$ cat src/rtl/rf_wr_arbiter.sv
// Register-file write-port arbiter: the W stage has priority, and a starvation counter
// forces a one-cycle W stall so the long-latency unit (LU) gets the port.
module rf_wr_arbiter #(
  parameter int unsigned N_BITS       = 32,
  parameter int unsigned ADDR_BITS    = 5,
  parameter int unsigned STARVE_LIMIT = 4
) (
  input  logic                 clk,
  input  logic                 rst_n,
  input  logic                 w_vld,
  input  logic                 w_wen,
  input  logic [ADDR_BITS-1:0] w_waddr,
  input  logic [N_BITS-1:0]    w_wdata,
  output logic                 w_stall,
  input  logic                 lu_req,
  input  logic [ADDR_BITS-1:0] lu_waddr,
  input  logic [N_BITS-1:0]    lu_wdata,
  output logic                 lu_gnt,
  output logic                 rf_wen,
  output logic [ADDR_BITS-1:0] rf_waddr,
  output logic [N_BITS-1:0]    rf_wdata
);

  localparam int unsigned CNT_W = $clog2(STARVE_LIMIT + 1);

  typedef enum logic {
    PIPE  = 1'b0,
    FORCE = 1'b1
  } state_e;

  state_e                 state_q, state_d;
  logic [CNT_W-1:0]       cnt_q, cnt_d, cnt_inc;
  logic                   w_act;
  logic                   sel_w, sel_lu;
  logic [ADDR_BITS-1:0]   sel_addr;
  logic [N_BITS-1:0]      sel_data;
  logic                   rf_wen_q, rf_wen_d;
  logic [ADDR_BITS-1:0]   rf_waddr_q, rf_waddr_d;
  logic [N_BITS-1:0]      rf_wdata_q, rf_wdata_d;

  // Writes to x0 never occupy the port.
  assign w_act = w_vld && w_wen && (w_waddr != '0);

  always_comb begin
    state_d = PIPE;
    cnt_d   = '0;
    cnt_inc = cnt_q + 1'b1;
    lu_gnt  = 1'b0;
    sel_w   = 1'b0;
    sel_lu  = 1'b0;
    case (state_q)
      PIPE: begin
        lu_gnt = lu_req && !w_act;
        sel_w  = w_act;
        sel_lu = lu_req && !w_act;
        // A denied LU request counts toward starvation; any grant or withdrawal clears it.
        if (lu_req && w_act) begin
          if (cnt_inc == CNT_W'(STARVE_LIMIT)) begin
            state_d = FORCE;
          end else begin
            cnt_d = cnt_inc;
          end
        end
      end
      FORCE: begin
        lu_gnt = lu_req;
        sel_lu = lu_req;
      end
      default: ;
    endcase
  end

  always_comb begin
    sel_addr   = sel_w ? w_waddr : lu_waddr;
    sel_data   = sel_w ? w_wdata : lu_wdata;
    rf_wen_d   = (sel_w || sel_lu) && (sel_addr != '0);
    rf_waddr_d = rf_waddr_q;
    rf_wdata_d = rf_wdata_q;
    if (sel_w || sel_lu) begin
      rf_waddr_d = sel_addr;
      rf_wdata_d = sel_data;
    end
  end

  always_ff @(posedge clk or negedge rst_n) begin
    if (!rst_n) begin
      state_q    <= PIPE;
      cnt_q      <= '0;
      rf_wen_q   <= 1'b0;
      rf_waddr_q <= '0;
      rf_wdata_q <= '0;
    end else begin
      state_q    <= state_d;
      cnt_q      <= cnt_d;
      rf_wen_q   <= rf_wen_d;
      rf_waddr_q <= rf_waddr_d;
      rf_wdata_q <= rf_wdata_d;
    end
  end

  // Pure state decode keeps the stall free of any input-to-output path.
  assign w_stall  = (state_q == FORCE);
  assign rf_wen   = rf_wen_q;
  assign rf_waddr = rf_waddr_q;
  assign rf_wdata = rf_wdata_q;

endmodule

$ cat config.mk
export PLATFORM = sky130hd
export DESIGN_NAME = rf_wr_arbiter
export DESIGN_NICKNAME = d
export VERILOG_FILES = /design/src/rtl/rf_wr_arbiter.sv
export SDC_FILE = /design/constraint.sdc
export NUM_CORES = 1
export LEC_CHECK = 0
export CORE_MARGIN = 10
export CORE_UTILIZATION = 39
export DETAILED_ROUTE_END_ITERATION = 10
export DONT_BUFFER_PORTS = 1
export HOLD_SLACK_MARGIN = 0.03
export PLACE_DENSITY_LB_ADDON = 0.1
export SLEW_MARGIN = 20
export SYNTH_ARGS = -nofsm -noshare
export SYNTH_HDL_FRONTEND = slang
export SYNTH_SLANG_ARGS = --single-unit
$ cat constraint.sdc
create_clock -name clk -period 1.6 [get_ports clk]
set_input_delay 0.32 -clock clk [delete_from_list [all_inputs] [get_ports clk]]
set_output_delay 0.32 -clock clk [all_outputs]
set_load 0.02 [all_outputs]
# Word-level counts from Yosys, hierarchy flattened
# Index checks and enable logic that the tools add are counted.
[classes]
bitwise = 1
eq_ne = 1
n_shift = 0
add_sub_neg = 1
mul = 0
reduce_logical = 9
n_mux = 10
div = 0
magnitude_cmp = 0
[ops]
columns = ["op", "n"]
rows = [
  ["$mux W32", 1],
  ["$reduce_bool A5 Y1", 2],
  ["$mux W3", 3],
  ["$logic_and A1 B1 Y1", 5],
  ["$mux W5", 1],
  ["$mux W1", 4],
  ["$add A3 B1 Y3 const B", 1],
  ["$eq A3 B3 Y1 const B", 1],
  ["$pmux W1 S2", 1],
  ["$logic_not A1 Y1", 1],
  ["$logic_or A1 B1 Y1", 1],
  ["$not A1 Y1", 1],
]
[word_totals]
mem_bits_rw = 0
word_cells = 27
output_inout_bits = 40
latchBits = 0
inputBits = 79
n_memories = 0
romBits = 0
ff_bits = 42

# Depth between registers and ports, before layout
[logic_depth]
depth_word = 7
ltp_mapped = 5
depth_no_buf = 4

# Worst setup path after synthesis
# No wires, ideal clock.
[synth_timing]
path_kind = "input to register"
from = "input w_waddr[0]"
to = "register rf_wdata_q[0], in the netlist rf_wdata[0]"
path_buffers = 1
t_required_ns = 1.475
path_stages = 4
slack_ns = -0.165
t_arrival_ns = 1.641
setup_time_ns = 0.125
cell_sequence = "or4_4 o21ai_4 buf_6 mux2_2"
[synth_between]
elab_chain_cells = 6
word_cells_on_any_way = 8
classes_between = "mux (3); reduce/logical (5)"
[synth_rtl]
columns = ["element", "line", "source"]
rows = [
  ["from (decl)", "12", "input logic [ADDR_BITS-1:0] w_waddr,"],
  ["$reduce_bool A5 Y1 (*)", "42", "assign w_act = w_vld && w_wen && (w_waddr != '0);"],
  ["$logic_and A1 B1 Y1 (*)", "42", ""],
  ["$logic_not A1 Y1", "55", "sel_lu = lu_req && !w_act;"],
  ["$logic_and A1 B1 Y1", "55", ""],
  ["$pmux W1 S2", "51", "case (state_q)"],
  ["$logic_or A1 B1 Y1", "79", "if (sel_w || sel_lu) begin"],
  ["to (signal assigned)", "97", "rf_wdata_q <= rf_wdata_d;"],
  ["to (decl)", "39", "logic [N_BITS-1:0] rf_wdata_q, rf_wdata_d;"],
]
# Mark *: on every way between the ends. The rest lies on a longest branch, timed or not.
# A chain may end at the register's enable or synchronous reset.

# Final worst setup path
[layout_timing]
from = "input w_waddr[0]"
to = "output lu_gnt"
[layout_between]
elab_chain_cells = 5
[layout_rtl]
columns = ["element", "line", "source"]
rows = [
  ["$reduce_bool A5 Y1", "42", ""],
  ["$logic_and A1 B1 Y1", "42", ""],
  ["$logic_not A1 Y1", "53", "lu_gnt = lu_req && !w_act;"],
  ["$logic_and A1 B1 Y1", "53", ""],
  ["$pmux W1 S2", "51", ""],
  ["to (decl)", "18", "output logic lu_gnt,"],
]
# Every way passes these cells.

==> metrics <==
final instance area 2267 um^2; startpoint types input pin; first-pass GRT wire length 8.190 mm; min cycle time layout 1.580 ns; FF-to-FF path depth 4; clock sinks 42; vias in the first global route 1369; top area cells in the synthesized netlist dfrtp_1 51%, mux2_2 35%, mux2i_1 2.4%; GRT Util Overall 0.1236; Critical path buffers and inverters 0; largest net degree at the start of global routing 43; Site Rows 26; Total Die Area 8579 um^2; TritonCTS clock tree built; period utilization 0.9877; Hold Path Class in2reg; crit end category output pin; io pins 119; setup ws final 0.01972 ns; CTS root buffer clkbuf_8; Die H 92.63 um; Worst path max stage delay 0.56 ns; DR DRC count 0; Via Count 1186; fin. max-slew vios 0; initial antenna violation count 0; RR Endpoint rf_wdata[30]$_DFFE_PN0P_; # Max-Cap Violations 0; P_leak 0.9616 nW; outcome finished clean; flop and latch count out of synthesis 42; Clk pin slew, worst setup/hold paths 0.07 ns; Synthesized Nets 227; number of fillers in the final layout 476; Vias/cell 5.342; CORE AREA 5107 um^2; Pwr Density 1040 nW/um^2; fmax 632.8 MHz; total iterations of the first detailed-routing run 4; DR iter-0 viols 19; Synth area leader dfrtp_1; clock buffer depth 2; CTS H-tree lvls 2; VDD IR max 535.6 uV; GR Layer Usage met2 0.2159; final global-route overflow total 0; Die X 92.63 um; final wirelength 5.310 mm; setup slack, reg-to-reg 0.23 ns; unrepaired setup endpoints after global routing yes; Crit path required time 1.28 ns; max_slew headroom 0.8066; Seq/Total Area, Yosys 0.5109; register area 1051 um^2; CP Max Fanout 3; grt peak-use layer met2; crit path kind in2out; Post-DP HPWL 4.262 mm; worst-skew pair later-pin latency 0.28 ns; gpl congestion 0.7037; HP Start w_waddr[0]; pre-CTS setup slack -0.1663 ns; synth unique cells 23; ANT cells 0; GR Util met1 0.1139; Min-Delay Endpoint rf_waddr[0]$_DFFE_PN0P_; Final #Nets 233; DRT antenna net count 0; WP data arrival 1.26 ns; share of cells above drive strength 1 0.5263; DP Area 2152 um^2; port bufs 0; TritonCTS Buffers 5; starting density of the core 0.4027; crit-path cells or4_4 > o21a_4 > nor2_4; mapped cell area 2057 um^2; hold path depth 2; routed len/inst 23.92 um; Slowest cell on crit path or4_4; final hold violation count 0; worst r2r src w_stall$_DFF_PN0_; final setup vio count 0; Final Skew 0.004863 ns; GR Util met3 0.07990; Tightest Pin Transition 0.2860 ns; Post-Syn Area per Cell 14.09 um^2; Synth Instances 146; Sum Neg Setup Slack 0 ns; Multi-input gate area 968.4 um^2; Area Growth Syn to Fin 10.22%; critical path's top delay family simple AND/OR/NAND/NOR gates; Synth warnings 0; Worst Setup SP w_waddr[0]; Synth top area share 0.5109
-- what timing repair did --
item | 4_1_cts | 5_1_grt
gates resized for setup | 2 | 0
buffers inserted | 0 | 0
hold buffers | 2 | 0
hold endpoints to repair | 42 | 0
pin swaps | 0 | 0
endpoints found under the setup margin | 1 | 1
-- sequential cells by signal, summed over array words and instances (netlist names) --
signal	cells
cnt_q	3
rf_waddr	5
rf_wdata	32
rf_wen	1
w_stall	1
-- placed cells by master, fill, tap and decap left out, types with 2 or more instances in the layout --
cell type  instances
mux2_2            63
buf_4              4
clkbuf_8           5
buf_12             2
nor4b_1            2
clkbuf_1           2
dfrtp_1           42
mux2i_1            5
ha_1               2
nand2_1            6
o21ai_0            5
-- area by class of cell --
class,count,area share
clock buffer,7,0.03366
inverter,1,0.001656
multi-input combinational,95,0.4272
sequential,42,0.4636
tap,70,0.03863
timing repair buffer,7,0.03532
-- logic make-up (layout without fill, tap and decap cells) --
group	count (synthesis)	in the layout	synth area share
buf+inv	9	15	0.02797
simple gates	14	14	0.04015
flops	42	42	0.5109
xor+xnor	1	1	0.004259
compound gates	9	9	0.02981
fa+ha+maj	2	2	0.01216
mux	69	69	0.3747
-- report_power, final --
part	total [mW]	switching, mW	internal (mW)	leakage [nW]
clock network	0.626	0.325	0.301	0.0383
logic	0.311	0.108	0.203	0.423
registers	1.42	0.241	1.18	0.500
-- Yosys cell counts (all sizes together) --
cell type and instances:
mux2 64, dfrtp 42, nand2 6, o21ai 6, buf 5, mux2i 5, clkbuf 3, ha 2
nor4b 2, or4 2, a21o 1, a21oi 1, and3 1, and3b 1, inv 1, nor2 1
nor3 1, o21a 1, xor2 1
-- metal layers --
metal | part of all wire | vias up
li1 | - | 537
met5 | 0 | -
met1 | 0.31 | 575
met2 | 0.54 | 67
met4 | 0.014 | 0
met3 | 0.14 | 7
-- metrics by stage --
stage	cells	utilization	hold slack (ns)	power (mW)
4_1_cts	222	0.4439	0.1484	2.400
3_5_place_dp	213	0.4214	0.02595	1.734
5_1_grt	222	0.4439	0.1531	2.499
2_1_floorplan	146	-	0.02441	1.670
6_report	222	0.4439	0.1654	2.357
3_3_place_gp	213	0.4214	0.02584	1.716
-- worst max path at each step --
stage | depth (start not counted) | slack [ns] | end
floorplan | 4 | -0.17 | rf_wdata[0]$_DFFE_PN0P_
global placement | 4 | -0.13 | rf_wdata[22]$_DFFE_PN0P_
detailed placement | 4 | -0.17 | rf_wdata[12]$_DFFE_PN0P_
CTS | 3 | 0.01 | lu_gnt
global route | 3 | -0.007 | lu_gnt
finish | 3 | 0.02 | lu_gnt
Power figures use the tool's default switching activity.
